## config.mk

```make
export PLATFORM = sky130hd
export DESIGN_NAME = ascon_aead_ctrl
export DESIGN_NICKNAME = d
export VERILOG_FILES = /design/src/rtl/ascon_aead_ctrl.sv
export SDC_FILE = /design/constraint.sdc
export NUM_CORES = 1
export LEC_CHECK = 0
export BUFFER_PORTS_ARGS = -buffer_cell sky130_fd_sc_hd__clkbuf_2
export CAP_MARGIN = 5
export CORE_AREA = 2 2 114 116
export DETAILED_ROUTE_END_ITERATION = 6
export DIE_AREA = 0 0 116 118
export GPL_ROUTABILITY_DRIVEN = 0
export PLACE_DENSITY_LB_ADDON = 0.3
export SETUP_SLACK_MARGIN = 0.1
export SLEW_MARGIN = 5
export SYNTH_ARGS = -nofsm -noshare
export SYNTH_HDL_FRONTEND = slang
export SYNTH_SLANG_ARGS = --single-unit
```

## constraint.sdc

```tcl
create_clock -name clock_i -period 2.9 [get_ports clock_i]
set_clock_uncertainty 0.05 [all_clocks]
set_input_delay 0.145 -clock clock_i [delete_from_list [all_inputs] [get_ports clock_i]]
set_output_delay 0.145 -clock clock_i [all_outputs]
set_load 0.02 [all_outputs]
```

## src/rtl/ascon_aead_ctrl.sv

```systemverilog
// ASCON-128 AEAD sequencing controller: steps the datapath through init, AD, text, final and tag,
// handshaking with an external permutation core and checking the tag on decrypt.
module ascon_aead_ctrl #(
  parameter int MAX_AD_BLOCKS  = 15,
  parameter int MAX_TXT_BLOCKS = 15,
  parameter int ROUNDS_A       = 12,
  parameter int ROUNDS_B       = 6,
  parameter int TAG_W          = 128,
  localparam int AD_W  = $clog2(MAX_AD_BLOCKS + 1),
  localparam int TXT_W = $clog2(MAX_TXT_BLOCKS + 1),
  localparam int IDX_W = (AD_W > TXT_W) ? AD_W : TXT_W
) (
  input  logic             clock_i,
  input  logic             reset_i,
  input  logic             start_i,
  input  logic             mode_i,
  input  logic [AD_W-1:0]  ad_blocks_i,
  input  logic [TXT_W-1:0] txt_blocks_i,
  input  logic             data_valid_i,
  output logic             data_ready_o,
  output logic             perm_start_o,
  output logic [3:0]       perm_rounds_o,
  input  logic             perm_done_i,
  output logic             load_init_o,
  output logic             xor_key_init_o,
  output logic             xor_data_o,
  output logic             data_replace_o,
  output logic             xor_domain_o,
  output logic             xor_key_final_o,
  output logic             cipher_valid_o,
  input  logic [TAG_W-1:0] tag_i,
  input  logic [TAG_W-1:0] tag_ref_i,
  output logic             tag_valid_o,
  output logic             tag_ok_o,
  output logic [IDX_W-1:0] block_idx_o,
  output logic             busy_o,
  output logic             end_o
);

  // state      | meaning
  // IDLE       | waiting for start
  // LOAD       | load IV||K||N
  // INIT_PERM  | ROUNDS_A permutation
  // INIT_KEY   | XOR 0*||K
  // AD_WAIT    | wait for an AD block
  // AD_PERM    | ROUNDS_B permutation after an AD block
  // DOMAIN     | XOR domain-separation bit
  // TXT_WAIT   | wait for a text block
  // TXT_PERM   | ROUNDS_B permutation after a non-last text block
  // FINAL_KEY  | XOR K into S1,S2
  // FINAL_PERM | ROUNDS_A permutation
  // TAG        | release and check tag
  typedef enum logic [3:0] {
    IDLE, LOAD, INIT_PERM, INIT_KEY, AD_WAIT, AD_PERM, DOMAIN,
    TXT_WAIT, TXT_PERM, FINAL_KEY, FINAL_PERM, TAG
  } state_t;

  localparam logic [AD_W-1:0]  AD_MAX  = AD_W'(MAX_AD_BLOCKS);
  localparam logic [TXT_W-1:0] TXT_MAX = TXT_W'(MAX_TXT_BLOCKS);
  localparam logic [3:0]       RND_A   = 4'(ROUNDS_A);
  localparam logic [3:0]       RND_B   = 4'(ROUNDS_B);

  state_t           state, next_state;
  logic             mode;
  logic [IDX_W-1:0] ad_cnt, txt_cnt, idx, idx_next;
  logic [AD_W-1:0]  ad_sat;
  logic [TXT_W-1:0] txt_sat;
  logic             next_is_perm;

  always_comb begin
    ad_sat = (ad_blocks_i > AD_MAX) ? AD_MAX : ad_blocks_i;
    if (txt_blocks_i == '0)
      txt_sat = TXT_W'(1);
    else if (txt_blocks_i > TXT_MAX)
      txt_sat = TXT_MAX;
    else
      txt_sat = txt_blocks_i;
  end

  always_comb begin
    next_state     = state;
    idx_next       = idx;
    data_ready_o   = 1'b0;
    xor_data_o     = 1'b0;
    data_replace_o = 1'b0;
    case (state)
      IDLE: begin
        if (start_i) begin
          next_state = LOAD;
          idx_next   = '0;
        end
      end
      LOAD:      next_state = INIT_PERM;
      INIT_PERM: if (perm_done_i) next_state = INIT_KEY;
      INIT_KEY:  next_state = (ad_cnt != '0) ? AD_WAIT : DOMAIN;
      AD_WAIT: begin
        data_ready_o = 1'b1;
        if (data_valid_i) begin
          xor_data_o = 1'b1;
          next_state = AD_PERM;
        end
      end
      AD_PERM: begin
        if (perm_done_i) begin
          if (idx == ad_cnt - IDX_W'(1)) begin
            idx_next   = '0;
            next_state = DOMAIN;
          end else begin
            idx_next   = idx + IDX_W'(1);
            next_state = AD_WAIT;
          end
        end
      end
      DOMAIN: next_state = TXT_WAIT;
      TXT_WAIT: begin
        data_ready_o = 1'b1;
        if (data_valid_i) begin
          xor_data_o     = 1'b1;
          data_replace_o = mode;
          // the last text block goes straight to finalisation without a permutation
          next_state     = (idx < txt_cnt - IDX_W'(1)) ? TXT_PERM : FINAL_KEY;
        end
      end
      TXT_PERM: begin
        if (perm_done_i) begin
          idx_next   = idx + IDX_W'(1);
          next_state = TXT_WAIT;
        end
      end
      FINAL_KEY:  next_state = FINAL_PERM;
      FINAL_PERM: if (perm_done_i) next_state = TAG;
      TAG:        next_state = IDLE;
      default:    next_state = IDLE;
    endcase
  end

  assign next_is_perm = (next_state == INIT_PERM) || (next_state == AD_PERM) ||
                        (next_state == TXT_PERM) || (next_state == FINAL_PERM);

  // outputs are registered from next_state so they line up with the state they describe
  always_ff @(posedge clock_i) begin
    if (reset_i) begin
      state           <= IDLE;
      idx             <= '0;
      mode            <= 1'b0;
      ad_cnt          <= '0;
      txt_cnt         <= '0;
      perm_start_o    <= 1'b0;
      perm_rounds_o   <= '0;
      load_init_o     <= 1'b0;
      xor_key_init_o  <= 1'b0;
      xor_domain_o    <= 1'b0;
      xor_key_final_o <= 1'b0;
      cipher_valid_o  <= 1'b0;
      tag_valid_o     <= 1'b0;
      tag_ok_o        <= 1'b0;
      busy_o          <= 1'b0;
      end_o           <= 1'b0;
    end else begin
      state <= next_state;
      idx   <= idx_next;
      if (state == IDLE && start_i) begin
        mode     <= mode_i;
        ad_cnt   <= IDX_W'(ad_sat);
        txt_cnt  <= IDX_W'(txt_sat);
        end_o    <= 1'b0;
        tag_ok_o <= 1'b0;
      end
      if (state == TAG) begin
        end_o    <= 1'b1;
        tag_ok_o <= !mode || (tag_i == tag_ref_i);
      end
      perm_start_o <= next_is_perm && (next_state != state);
      case (next_state)
        INIT_PERM, FINAL_PERM: perm_rounds_o <= RND_A;
        AD_PERM, TXT_PERM:     perm_rounds_o <= RND_B;
        default:               perm_rounds_o <= '0;
      endcase
      load_init_o     <= (next_state == LOAD);
      xor_key_init_o  <= (next_state == INIT_KEY);
      xor_domain_o    <= (next_state == DOMAIN);
      xor_key_final_o <= (next_state == FINAL_KEY);
      cipher_valid_o  <= (state == TXT_WAIT) && data_valid_i;
      tag_valid_o     <= (next_state == TAG);
      busy_o          <= (next_state != IDLE);
    end
  end

  assign block_idx_o = idx;

endmodule

```

==> impl_metrics.env <==
export IMPL_final_hold_viol_count=0
export IMPL_worst_path_most_repeated_cell="ha_1"
export IMPL_io_pin_count=291
export IMPL_regToRegSetupSlack_ns=0.44
export IMPL_yosysSeqAreaShare_pct=20.0
export IMPL_die_w_um=116
export IMPL_slew_viol_final=0
export IMPL_dieArea_um2=13700
export IMPL_power_density_nw_per_um2=352
export IMPL_path_max_fanout=5
export IMPL_setup_viol=0
export IMPL_final_common_cell="clkbuf_2"
export IMPL_grt_overflow=0
export IMPL_synth_flop_cell="dfxtp_1"
export IMPL_synth_async_reset_ratio_pct=0
export IMPL_numCtsBuffers=5
export IMPL_critPathRequiredTime_ns=3.04
export IMPL_dp_hpwl_mm=12.2
export IMPL_drc=0
export IMPL_arrival_ns=2.60
export IMPL_status="complete, no violations"
export IMPL_antenna_found_initial=3
export IMPL_post_cts_buffers=0
export IMPL_clk_latency_ns=0.28
export IMPL_crit_path_max_incr_delay_ns=0.42
export IMPL_grt_max_degree=28
export IMPL_dr_pass1_iters=4
export IMPL_hold_depth=3
export IMPL_die_h_um=118
export IMPL_clk_path_buf_depth=2
export IMPL_grtUsageTotal_pct=18.8
export IMPL_ys_seq_elements=30
export IMPL_final_nets=924
export IMPL_max_cap_viol_count=0
export IMPL_root_buffer="clkbuf_16"
export IMPL_r2r_end="perm_start_o"
export IMPL_setup_tns_ns=0
export IMPL_num_rows=41
export IMPL_min_period_ns=2.46
export IMPL_area_delta_synth_final_pct=59.7
export IMPL_multi_input_area_um2=2300
export IMPL_min_path_type="in -> reg"
export IMPL_post_route_worst_setup_slack_ns=0.443
export IMPL_path_class="reg -> reg"
export IMPL_yosys_warnings=0
export IMPL_tightest_slew_ns=0.590
export IMPL_port_buffers=289
export IMPL_grt_pass1_wl_mm=19.7
export IMPL_first_global_vias=3777
export IMPL_synth_avg_cell_area_um2=8.31
export IMPL_cpMaxStageDelayCell="a2111oi_2"
export IMPL_whs_ns=0.0596
export IMPL_vias=3666
export IMPL_rsz0062_at_grt="false"
export IMPL_max_freq_mhz=407
export IMPL_hold_buffers=0
export IMPL_p_total_uw=1690
export IMPL_max_slew_margin_pct=60.7
export IMPL_cts_tree="done"
export IMPL_drive_above_1_share_pct=47.6
export IMPL_ir_worst_vdd_mv=0.175
export IMPL_start_util_pct=24.2
export IMPL_drt_initial_drc_count=171
export IMPL_post_cts_resized=0
export IMPL_ant_nets=0
export IMPL_seq_area_um2=601
export IMPL_crit_path_cell_trace="inv_1 -> ha_1 -> ha_1 -> o21a_1 -> o21ai_1 -> a2111oi_2 -> nor3_2 -> a211o_1 -> a211oi_2"
export IMPL_h_tree_depth=2
export IMPL_syn_cell_area_um2=3000
export IMPL_syn_nets=637
export IMPL_core_um2=12400
export IMPL_synth_enable_flop_cells=0
export IMPL_r2r_cells=9
export IMPL_hold_end="ad_cnt[3]"
export IMPL_timing_rr_start="txt_cnt[0]"
export IMPL_cp_end_kind="flip-flop"
export IMPL_most_common_layout_cells="clkbuf_2, xnor2_1, nand4_1, dfxtp_1, xor2_1"
export IMPL_post_place_ws_ns=0.453
export IMPL_clkSlewWorstSetupHoldPaths_ns=0.05
export IMPL_yosys_cell_types_count=47
export IMPL_worstHoldStart="ad_blocks_i[3]"
export IMPL_vias_per_cell=4.45
export IMPL_period_share_pct=84.7
export IMPL_critPathLaunchType="flip-flop"
export IMPL_postSynthCellCount=361
export IMPL_p_leak_uw=0.00221
export IMPL_fillCellCount=1334
export IMPL_drt_total_wl_mm=13.2
export IMPL_cts_sinks=30
export IMPL_routedWlPerCell_um=16.0
[worst max path at each step]
stage,slack [ns],startpoint,cells after the start,end
floorplan,0.70,txt_cnt[0],9,perm_rounds_o[1]
global placement,0.52,txt_cnt[0],9,perm_start_o
detailed placement,0.45,txt_cnt[0],9,perm_start_o
CTS,0.43,txt_cnt[0],9,perm_start_o
global route,0.22,txt_cnt[0],9,perm_start_o
finish,0.44,txt_cnt[0],9,perm_start_o
[routing by layer]
| metal | global-route usage [%] | share of wire, % | vias to the layer above |
|---|---|---|---|
| met5 | 0 | 0.20 | - |
| met4 | 4.69 | 1.8 | 4 |
| met3 | 7.42 | 10 | 20 |
| met2 | 32.5 | 48 | 160 |
| met1 | 21.5 | 39 | 1640 |
| li1 | - | - | 1842 |
[stage by stage]
stage          utilization [%]  instance area [um^2]  std cells
2_1_floorplan                -                  3000        361
3_3_place_gp              37.2                  4620        813
3_5_place_dp              37.2                  4620        813
4_1_cts                   38.6                  4790        821
5_1_grt                   38.6                  4790        821
6_report                  38.6                  4790        823
[power breakdown]
| part | internal (uW) | switching, uW |
|---|---|---|
| clock | 388 | 179 |
| combinational | 345 | 297 |
| sequential | 443 | 33.8 |
[kinds of logic (layout without fill, tap and decap cells)]
| group | Yosys count | in the layout | share of synthesized area (%) |
|---|---|---|---|
| AO/OA/AOI/OAI | 47 | 47 | 10.6 |
| flip-flops | 30 | 30 | 20.0 |
| AND/OR/NAND/NOR | 113 | 113 | 21.4 |
| other | 1 | 3 | 0.125 |
| adder cells (fa/ha/maj) | 6 | 6 | 2.50 |
| multiplexers | 4 | 4 | 1.33 |
| buffers and inverters | 20 | 308 | 3.17 |
| XOR/XNOR | 140 | 140 | 40.9 |
[synth_stat cells, types with 2 or more instances]
master / number / share of area (%)
a2111oi_2: 2 / 1.0
a21o_1: 2 / 0.50
a21oi_1: 15 / 2.5
and2_1: 4 / 0.83
and3_1: 2 / 0.42
buf_2: 4 / 0.67
buf_4: 4 / 1.0
clkbuf_1: 3 / 0.38
dfxtp_1: 30 / 20
ha_1: 6 / 2.5
inv_1: 8 / 1.0
mux2i_1: 4 / 1.3
nand2_1: 13 / 1.6
nand2b_1: 2 / 0.42
nand3_1: 4 / 0.67
nand4_1: 32 / 6.7
nor2_1: 18 / 2.3
nor2b_1: 7 / 1.5
nor3_1: 7 / 1.2
nor3b_1: 4 / 1.0
nor4_1: 13 / 2.7
o211ai_1: 2 / 0.50
o21a_1: 2 / 0.50
o21ai_0: 11 / 1.8
or4b_1: 2 / 0.67
xnor2_1: 119 / 35
xor2_1: 21 / 6.1
[critical path: cells and delay by family (launching register included)]
family          cells  cell delay [ns]
fa+ha+maj           2             0.57
buf+inv             1             0.06
simple gates        1             0.14
compound gates      5             1.18
flops               1             0.36
[registers in the layout, summed over array words and instances, names as in the netlist]
register and count:
ad_cnt 4, xor_key_final_o 1, xor_key_init_o 1, busy_o 1, perm_rounds_o 3, end_o 1, tag_valid_o 1, cipher_valid_o 1
load_init_o 1, xor_domain_o 1, tag_ok_o 1, block_idx_o 4, perm_start_o 1, txt_cnt 4, state 4, mode 1
[area by class of cell]
class	instances	share of cell area [%]
Multi-Input combinational cell	311	48.1
Clock buffer	8	3.47
Sequential cell	30	12.5
Inverter	8	0.627
Tap cell	172	4.49
Timing Repair Buffer	292	30.7
Antenna cell	2	0.104
(Power assumes the default switching activity.)
